## config.mk

```make
export PLATFORM = sky130hd
export DESIGN_NAME = team_06_echo_delay_buffer_flat
export DESIGN_NICKNAME = d
export VERILOG_FILES = /design/src/rtl/team_06_echo_delay_buffer_if.sv /design/src/rtl/team_06_echo_delay_buffer.sv /design/src/flat_wrapper.sv
export SDC_FILE = /design/constraint.sdc
export NUM_CORES = 1
export LEC_CHECK = 0
export CORE_MARGIN = 2
export CORE_UTILIZATION = 31
export DETAILED_ROUTE_END_ITERATION = 10
export RECOVER_POWER = 25
export SYNTH_ARGS = -nofsm -noshare
export SYNTH_HDL_FRONTEND = slang
export SYNTH_SLANG_ARGS = --single-unit
```

## constraint.sdc

```tcl
create_clock -name clk -period 6 [get_ports clk]
set_input_delay 0.9 -clock clk [delete_from_list [all_inputs] [get_ports clk]]
set_output_delay 0.9 -clock clk [all_outputs]
set_load 0.01 [all_outputs]
```

## src/rtl/team_06_echo_delay_buffer_if.sv

```systemverilog
// ---------------------------------------------------------------------------
// team_06_echo_delay_buffer_if
// Request/acknowledge bus between the echo delay buffer and its 8192 x 8
// delay memory.
//   mem_req   : request; held high until mem_ack is sampled high
//   mem_we    : 1 = write, 0 = read (meaningful only while mem_req = 1)
//   mem_addr  : 13-bit word address
//   mem_wdata : write data
//   mem_ack   : completion strobe from the memory, sampled on clk
//   mem_rdata : read data, valid in the cycle mem_ack is high on a read
// master = the buffer (issues requests), slave = the memory.
// ---------------------------------------------------------------------------
interface team_06_echo_delay_buffer_if;
  logic        mem_req;
  logic        mem_we;
  logic [12:0] mem_addr;
  logic [7:0]  mem_wdata;
  logic        mem_ack;
  logic [7:0]  mem_rdata;

  modport master (
    output mem_req,
    output mem_we,
    output mem_addr,
    output mem_wdata,
    input  mem_ack,
    input  mem_rdata
  );

  modport slave (
    input  mem_req,
    input  mem_we,
    input  mem_addr,
    input  mem_wdata,
    output mem_ack,
    output mem_rdata
  );
endinterface

```

## src/rtl/team_06_echo_delay_buffer.sv

```systemverilog
// ---------------------------------------------------------------------------
// team_06_echo_delay_buffer
// Circular delay line for an audio echo effect. Every accepted sample is
// written to the next slot of an external 8192-entry memory; when the sample
// also asks for a search, the sample written `offset` samples earlier is
// read back and presented on past_output with a one-cycle past_valid pulse.
//
// Ports
//   clk          : rising-edge clock
//   rst          : asynchronous, active-high reset
//   sample_valid : one-cycle strobe for a new sample
//   save_audio   : sample to store (captured with sample_valid)
//   search       : request a past-sample read (captured with sample_valid)
//   offset       : delay in samples, 0..8191 (captured with sample_valid)
//   past_output  : most recent delayed sample
//   past_valid   : one-cycle pulse when past_output has been updated
//   busy         : high whenever a sample is being processed
//   overrun      : one-cycle pulse when a strobe arrives while busy
//   mem          : memory request bus (master side)
//
// Flow: IDLE -> WRITE -> (IDLE | READ -> DONE | DONE) -> IDLE.
// All outputs are registered; bus values are loaded on entry to a state and
// held until the corresponding ack, so they stay stable under slow memories.
// ---------------------------------------------------------------------------
module team_06_echo_delay_buffer (
  input  logic                               clk,
  input  logic                               rst,
  input  logic                               sample_valid,
  input  logic [7:0]                         save_audio,
  input  logic                               search,
  input  logic [12:0]                        offset,
  output logic [7:0]                         past_output,
  output logic                               past_valid,
  output logic                               busy,
  output logic                               overrun,
  team_06_echo_delay_buffer_if.master        mem
);

  typedef enum logic [1:0] {
    ST_IDLE  = 2'd0,
    ST_WRITE = 2'd1,
    ST_READ  = 2'd2,
    ST_DONE  = 2'd3
  } state_t;

  // Number of memory slots; the write counter saturates here.
  localparam logic [13:0] WCOUNT_MAX = 14'd8192;

  // Saturating increment of the writes-since-reset counter.
  function automatic logic [13:0] wcount_inc(input logic [13:0] cnt);
    if (cnt >= WCOUNT_MAX) begin
      wcount_inc = WCOUNT_MAX;
    end else begin
      wcount_inc = cnt + 14'd1;
    end
  endfunction

  // Read address for a delay; 13-bit subtraction wraps modulo 8192, so an
  // offset of 0 addresses the slot that was just written.
  function automatic logic [12:0] past_addr(input logic [12:0] wa,
                                            input logic [12:0] off);
    past_addr = wa - off;
  endfunction

  // True while the requested delay reaches further back than the number of
  // samples written so far: the slot holds no real audio yet.
  function automatic logic is_cold(input logic [12:0] off,
                                   input logic [13:0] cnt);
    is_cold = ({1'b0, off} > cnt);
  endfunction

  state_t      state_r;
  state_t      state_nxt_s;

  logic [7:0]  sample_r;
  logic        search_r;
  logic [12:0] offset_r;
  logic [12:0] wr_ptr_r;
  logic [13:0] wcount_r;

  logic        mem_req_r;
  logic        mem_we_r;
  logic [12:0] mem_addr_r;
  logic [7:0]  mem_wdata_r;

  logic [7:0]  past_output_r;
  logic        past_valid_r;
  logic        busy_r;
  logic        overrun_r;

  logic        accept_s;
  logic        drop_s;
  logic        wr_done_s;
  logic        rd_done_s;
  logic        cold_s;

  // Next-state decode and per-cycle event flags.
  always_comb begin
    state_nxt_s = state_r;
    accept_s    = 1'b0;
    wr_done_s   = 1'b0;
    rd_done_s   = 1'b0;
    cold_s      = 1'b0;
    // Any strobe outside IDLE (DONE included) is lost.
    drop_s      = sample_valid && (state_r != ST_IDLE);

    case (state_r)
      ST_IDLE: begin
        // A late ack from an aborted transaction is ignored here.
        if (sample_valid) begin
          accept_s    = 1'b1;
          state_nxt_s = ST_WRITE;
        end else begin
          state_nxt_s = ST_IDLE;
        end
      end
      ST_WRITE: begin
        if (mem.mem_ack) begin
          wr_done_s = 1'b1;
          if (!search_r) begin
            state_nxt_s = ST_IDLE;
          end else if (is_cold(offset_r, wcount_r)) begin
            cold_s      = 1'b1;
            state_nxt_s = ST_DONE;
          end else begin
            state_nxt_s = ST_READ;
          end
        end else begin
          state_nxt_s = ST_WRITE;
        end
      end
      ST_READ: begin
        if (mem.mem_ack) begin
          rd_done_s   = 1'b1;
          state_nxt_s = ST_DONE;
        end else begin
          state_nxt_s = ST_READ;
        end
      end
      ST_DONE: begin
        state_nxt_s = ST_IDLE;
      end
      default: begin
        state_nxt_s = ST_IDLE;
      end
    endcase
  end

  // FSM state register.
  always_ff @(posedge clk or posedge rst) begin
    if (rst) begin
      state_r <= ST_IDLE;
    end else begin
      state_r <= state_nxt_s;
    end
  end

  // Captured sample fields plus the circular write pointer and fill count.
  always_ff @(posedge clk or posedge rst) begin
    if (rst) begin
      sample_r <= 8'd0;
      search_r <= 1'b0;
      offset_r <= 13'd0;
      wr_ptr_r <= 13'd0;
      wcount_r <= 14'd0;
    end else begin
      if (accept_s) begin
        sample_r <= save_audio;
        search_r <= search;
        offset_r <= offset;
      end
      if (wr_done_s) begin
        wr_ptr_r <= wr_ptr_r + 13'd1;
        wcount_r <= wcount_inc(wcount_r);
      end
    end
  end

  // Memory bus registers: loaded when WRITE or READ is entered, held until ack.
  always_ff @(posedge clk or posedge rst) begin
    if (rst) begin
      mem_req_r   <= 1'b0;
      mem_we_r    <= 1'b0;
      mem_addr_r  <= 13'd0;
      mem_wdata_r <= 8'd0;
    end else begin
      mem_req_r <= (state_nxt_s == ST_WRITE) || (state_nxt_s == ST_READ);
      if (accept_s) begin
        mem_we_r    <= 1'b1;
        mem_addr_r  <= wr_ptr_r;
        mem_wdata_r <= save_audio;
      end else if (wr_done_s && (state_nxt_s == ST_READ)) begin
        // wr_ptr_r still holds the address just written at this point.
        mem_we_r   <= 1'b0;
        mem_addr_r <= past_addr(wr_ptr_r, offset_r);
      end
    end
  end

  // Status outputs and the returned past sample.
  always_ff @(posedge clk or posedge rst) begin
    if (rst) begin
      past_output_r <= 8'd0;
      past_valid_r  <= 1'b0;
      busy_r        <= 1'b0;
      overrun_r     <= 1'b0;
    end else begin
      past_valid_r <= (state_nxt_s == ST_DONE);
      busy_r       <= (state_nxt_s != ST_IDLE);
      overrun_r    <= drop_s;
      if (cold_s) begin
        past_output_r <= 8'd0;
      end else if (rd_done_s) begin
        past_output_r <= mem.mem_rdata;
      end
    end
  end

  assign mem.mem_req   = mem_req_r;
  assign mem.mem_we    = mem_we_r;
  assign mem.mem_addr  = mem_addr_r;
  assign mem.mem_wdata = mem_wdata_r;

  assign past_output = past_output_r;
  assign past_valid  = past_valid_r;
  assign busy        = busy_r;
  assign overrun     = overrun_r;

  // sample_r is the source of mem_wdata only through save_audio at accept;
  // it is kept so the captured sample is visible for debug.
  logic unused_s;
  assign unused_s = ^sample_r;

endmodule
```

## src/flat_wrapper.sv

```systemverilog
// flat-port wrapper written by rule: the top's interface ports become plain ports
module team_06_echo_delay_buffer_flat 
  (clk, rst, sample_valid, save_audio, search, offset, past_output, past_valid, busy, overrun, mem_mem_req, mem_mem_we, mem_mem_addr, mem_mem_wdata, mem_mem_ack, mem_mem_rdata);
  team_06_echo_delay_buffer_if mem_i ();
  input  logic clk;
  input  logic rst;
  input  logic sample_valid;
  input  logic [7:0] save_audio;
  input  logic search;
  input  logic [12:0] offset;
  output logic [7:0] past_output;
  output logic past_valid;
  output logic busy;
  output logic overrun;
  output wire logic [$bits(mem_i.mem_req)-1:0] mem_mem_req;
  output wire logic [$bits(mem_i.mem_we)-1:0] mem_mem_we;
  output wire logic [$bits(mem_i.mem_addr)-1:0] mem_mem_addr;
  output wire logic [$bits(mem_i.mem_wdata)-1:0] mem_mem_wdata;
  input wire logic [$bits(mem_i.mem_ack)-1:0] mem_mem_ack;
  input wire logic [$bits(mem_i.mem_rdata)-1:0] mem_mem_rdata;
  assign mem_mem_req = mem_i.mem_req;
  assign mem_mem_we = mem_i.mem_we;
  assign mem_mem_addr = mem_i.mem_addr;
  assign mem_mem_wdata = mem_i.mem_wdata;
  assign mem_i.mem_ack = mem_mem_ack;
  assign mem_i.mem_rdata = mem_mem_rdata;
  team_06_echo_delay_buffer u_core (.clk(clk), .rst(rst), .sample_valid(sample_valid), .save_audio(save_audio), .search(search), .offset(offset), .past_output(past_output), .past_valid(past_valid), .busy(busy), .overrun(overrun), .mem(mem_i));
endmodule
```

Yosys cells after proc, flatten, opt, wreduce, memory -nomap -nowiden:

Cells that the tools add are included.

* logic and storage cells: 54
* input port bits: 34
* flip-flop bits (word level): 77
* output and inout port bits: 34

* add/sub/neg operators: 3
* equality and inequality tests: 6
* reductions and logical operators: 8
* $lt $le $gt $ge: 2
* mux-type cells: 22

Operator list (number)
* $mux 13: 2
* $mux 8: 2
* $add 14x1->14 const B: 1
* $ge 14x14->1 const B: 1
* $gt 13x14->1: 1
* $mux 1: 14
* $mux 14: 1
* $add 13x1->13 const B: 1
* $sub 13x13->13: 1
* $eq 2x2->1 const B: 4
* $pmux 2 s4: 1
* $reduce_bool 2->1: 4
* $eq 2x1->1 const B: 2
* $mux 2: 2
* $logic_and 1x1->1: 2
* $logic_not 2->1: 1
* $logic_or 1x1->1: 1

Logic depth before layout (Yosys ltp):

* depth in word-level cells: 9
* mapped depth: 15
* depth with buffers taken out: 14

Worst setup path before layout:

Ideal clock, no wire load.

* kind: register -> register
* from: register u_core.wcount_r[7]
* to: register u_core.mem_addr_r[12] (netlist: u_core.mem.mem_addr[12])
* slack: 3.064 ns
* clock period less this slack: 2.936 ns
* arrival time: 2.856 ns
* buffers on the path: 1
* data required time: 5.921 ns
* cell stages (with the launch flop): 16
* library setup time: 0.079 ns
* cell sequence: dfrtp_1 -> inv_1 -> ha_1 -> a211oi_1 -> nor2_1 -> or3b_2 -> a21oi_1 -> nor3_1 -> o21ai_0 -> ha_1 -> and2_1 -> buf_2 -> nor2_1 -> a31oi_1 -> o22ai_1 -> mux2i_1

* word-level cells in the longest chain between the ends: 8

Ends and longest elaborated chain
* from (decl): line team_06_echo_delay_buffer.sv:79 `logic [13:0] wcount_r;`
* from (signal assigned): line team_06_echo_delay_buffer.sv:174 `wcount_r <= wcount_inc(wcount_r);`
* $gt 13x14->1: line team_06_echo_delay_buffer.sv:69 `is_cold = ({1'b0, off} > cnt);`
* $mux 1: line team_06_echo_delay_buffer.sv:122 `end else if (is_cold(offset_r, wcount_r)) begin`
* $mux 2: line team_06_echo_delay_buffer.sv:120 `if (!search_r) begin`
* $mux 2: line team_06_echo_delay_buffer.sv:118 `if (mem.mem_ack) begin`
* $pmux 2 s4: line team_06_echo_delay_buffer.sv:107 `case (state_r)`
* $eq 2x2->1: line team_06_echo_delay_buffer.sv:192 `end else if (wr_done_s && (state_nxt_s == ST_READ)) begin`
* $logic_and 1x1->1: line team_06_echo_delay_buffer.sv:192
* $reduce_bool 2->1 (no source line)
* to (signal assigned): line team_06_echo_delay_buffer.sv:190 `mem_addr_r <= wr_ptr_r;`
* to (signal assigned): line team_06_echo_delay_buffer.sv:195 `mem_addr_r <= past_addr(wr_ptr_r, offset_r);`
* to (decl): line team_06_echo_delay_buffer.sv:83 `logic [12:0] mem_addr_r;`

No other way between the ends.
A chain may end at the register's enable or synchronous reset.

Worst setup path in the final report:

* from: register u_core.wcount_r[7]
* to: register u_core.mem_addr_r[8] (netlist: u_core.mem.mem_addr[8])

The elaborated chain is that of the path after synthesis.

==> results_dict.tcl <==
set metrics [dict create \
    path_buf_inv 1 \
    period_needed_ns 3.65 \
    clock-sinks 77 \
    worstPathCellList "inv_1 > ha_1 > a211oi_1 > nor2_1 > or3b_2 > a21oi_1 > nor3_1 > o21ai_0 > ha_1 > and2_1 > nor2_2 > a221oi_1 > o21ai_0" \
    slew_headroom_pct -28.5 \
    drcViolationCount 0 \
    post-place-ws_ns 2.07 \
    dp_hpwl_um 7510 \
    viasPerCell 4.90 \
    cap_violations 1 \
    critPathArrivalTime_ns 3.85 \
    setup_ws_ns 2.35 \
    die-width_um 120 \
    ys_seq_elements 77 \
    regArea_um2 1930 \
    cp.required_ns 6.19 \
    wirelength_um 10100 \
    area_growth_pct 26.6 \
    seq_area_frac_synth_pct 46.2 \
    grt-ovfl-total 0 \
    htreeDepth 3 \
    syn_inst 441 \
    path_clk_slew_ns 0.06 \
    netlist_top_cells_area "dfrtp_1, ha_1, nand2_1" \
    gp_congestion 0.799 \
    worstSetupPathDepth 13 \
    die-area_um2 14400 \
    core_area_um2 13200 \
    first_pass_iters 4 \
    busiest_layer "met2" \
    drt_iter0_markers 218 \
    fin_skew_ns 0.00692 \
    numPortBuffers 67 \
    vias 3359 \
    powerDensity_nw_per_um2 491 \
    critical_path.top_delay_family "simple AND/OR/NAND/NOR gates" \
    rsz0062_at_grt "false" \
    peakVddDrop_uv 173 \
    finalPower_mw 2.59 \
    synth_fp_nets 507 \
    synthArstFlopShare_pct 100 \
    ys_types 57 \
    cts_root_buf "clkbuf_16" \
    first_global_vias 3510 \
    failed_checks "max-capacitance violations, max-slew violations" \
    cts_resized 0 \
    ioPinCount 68 \
    end_kind "flop" \
    grt_pass1_wl_um 17300 \
    period_share_pct 60.9 \
    grt_use_met3_pct 3.04 \
    rows 42 \
    drive_gt1_share_pct 5.88 \
    nFillCells 1274 \
    start_util_pct 31.6 \
    slew_viol_final 78 \
    yosys_warnings 0 \
    synth_edf_count 0 \
    cts_tree "done" \
    n_antenna_cell 0 \
    max_stage_delay_ns 0.44 \
    gr-usage-all-layers_pct 15.1 \
    ant_nets 0 \
    final.setup.tns_ns 0 \
    multi_input_area_um2 2060 \
    post_drt_wl_per_cell_um 14.8 \
    max-clock-path-buffers 2 \
    synth_common_cells "dfrtp_1, nand2_1, o21ai_0" \
    reg2regPathDepth 13 \
    antenna_found_initial 0 \
    post-cts-setup-buffer-count 0 \
    syn_area_um2 4170 \
    cts_hold_buf 0 \
    grtUsageMet1_pct 19.8 \
    layout.nets 572 \
    max_slew.worst_pin.slew_ns 1.93 \
    die_h_um 120 \
    yosys_most_used_dff "dfrtp_1" \
    clkLatencyLatePin_ns 0.33 \
    syn-mean-instance-area_um2 9.45 \
    path_class "flop to flop" \
    cts_buffers 9 \
    leakage_nw 2.36 \
    cpMaxStageDelayCell "and2_1" \
    max_freq_mhz 274 \
    min_path_cells 2 \
    path_max_fanout 12 \
    synth_area_leader_cell "dfrtp_1" \
    status "finished with violations" \
    grt_util_met2_pct 24.9 \
    grt_max_degree 78 \
    final_area_um2 5280 \
    setup_viol 0 \
    yosysMostFrequentCell "dfrtp_1" \
    start_kind "flop" \
    placed_area_um2 5010 \
    synth_top_cell_area_share_pct 46.2 \
    min_path_type "flop to flop" \
    hold_viol_final 0 \
]
cells in the final DEF (no fill, tap or decap), drive strengths merged, types with 3 or more instances in the layout:
cell type      count
dfrtp             77
nand2             76
clkdlybuf4s50     65
o21ai             34
inv               31
ha                31
a21oi             24
nor2              24
xnor2             19
nand3             12
clkbuf            12
nand4              9
nor3               8
o22ai              6
o21a               5
a22oi              5
xor2               5
nor2b              5
nor4               5
and2               4
a221oi             4
nand3b             3
a21o               3
and3               3
clkinv             3
metrics by stage:
stage                     hold WS (ns)  util [%]  cells
after floorplan                  0.468         -    441
after global placement           0.461      38.0    671
after detailed placement         0.466      38.0    671
final                            0.478      40.0    686
after CTS                        0.482      40.0    686
after global routing             0.507      40.0    686
layer usage:
metal  share of wire [%]  wire length, µm  vias up
met5                   0                0        -
met1                  46             4680     1639
met2                  49             4980       51
met3                 3.1              319       12
li1                    -                -     1657
met4                 1.5              153        0
worst register-to-register path: stages, from the launching register on:
cell	delay [ns]
dfrtp_1	0.38
inv_1	0.10
ha_1	0.32
a211oi_1	0.20
nor2_1	0.08
or3b_2	0.43
a21oi_1	0.27
nor3_1	0.12
o21ai_0	0.34
ha_1	0.23
and2_1	0.44
nor2_2	0.21
a221oi_1	0.29
o21ai_0	0.12
worst paths after layout:
kind | from | to | slack, ns
setup / recovery | u_core.wcount_r[7] | u_core.mem.mem_addr[8] | 2.35
hold / removal | u_core.mem.mem_wdata[1] | u_core.mem.mem_wdata[1] | 0.48
setup reg to reg | u_core.wcount_r[7] | u_core.mem.mem_addr[8] | 2.35
hold reg to reg | u_core.mem.mem_wdata[1] | u_core.mem.mem_wdata[1] | 0.48
max in group asynchronous | rst | u_core.mem.mem_addr[1] | 3.16
min in group asynchronous | rst | u_core.mem.mem_wdata[3] | 1.70
final cells by class:
type,count,area share [%]
clock buffers,11,4.60
clock inverters,4,0.474
inverters,32,2.28
multi-input cells,317,39.0
flip-flops and latches,77,36.5
well taps,176,4.17
repair buffers,69,12.9
state kept, by name (all words and copies together) (netlist names):
register              cells
u_core.busy               1
u_core.mem.mem_addr      13
u_core.mem.mem_req        1
u_core.mem.mem_wdata      8
u_core.mem.mem_we         1
u_core.offset_r          13
u_core.overrun            1
u_core.past_output        8
u_core.past_valid         1
u_core.search_r           1
u_core.state_r            2
u_core.wcount_r          14
u_core.wr_ptr_r          13
logic make-up after synthesis:
| family | share of synthesized area (%) |
|---|---|
| AND/OR/NAND/NOR | 18.1 |
| AO/OA/AOI/OAI | 15.9 |
| flip-flops | 46.2 |
| buffers and inverters | 4.38 |
| adder cells (fa/ha/maj) | 9.78 |
| XOR/XNOR | 5.04 |
| multiplexers | 0.510 |
power by group:
| part | internal, mW | switching (mW) |
|---|---|---|
| combinational | 0.576 | 0.644 |
| sequential | 0.716 | 0.156 |
| clock | 0.288 | 0.211 |
(Power assumes the default switching activity.)
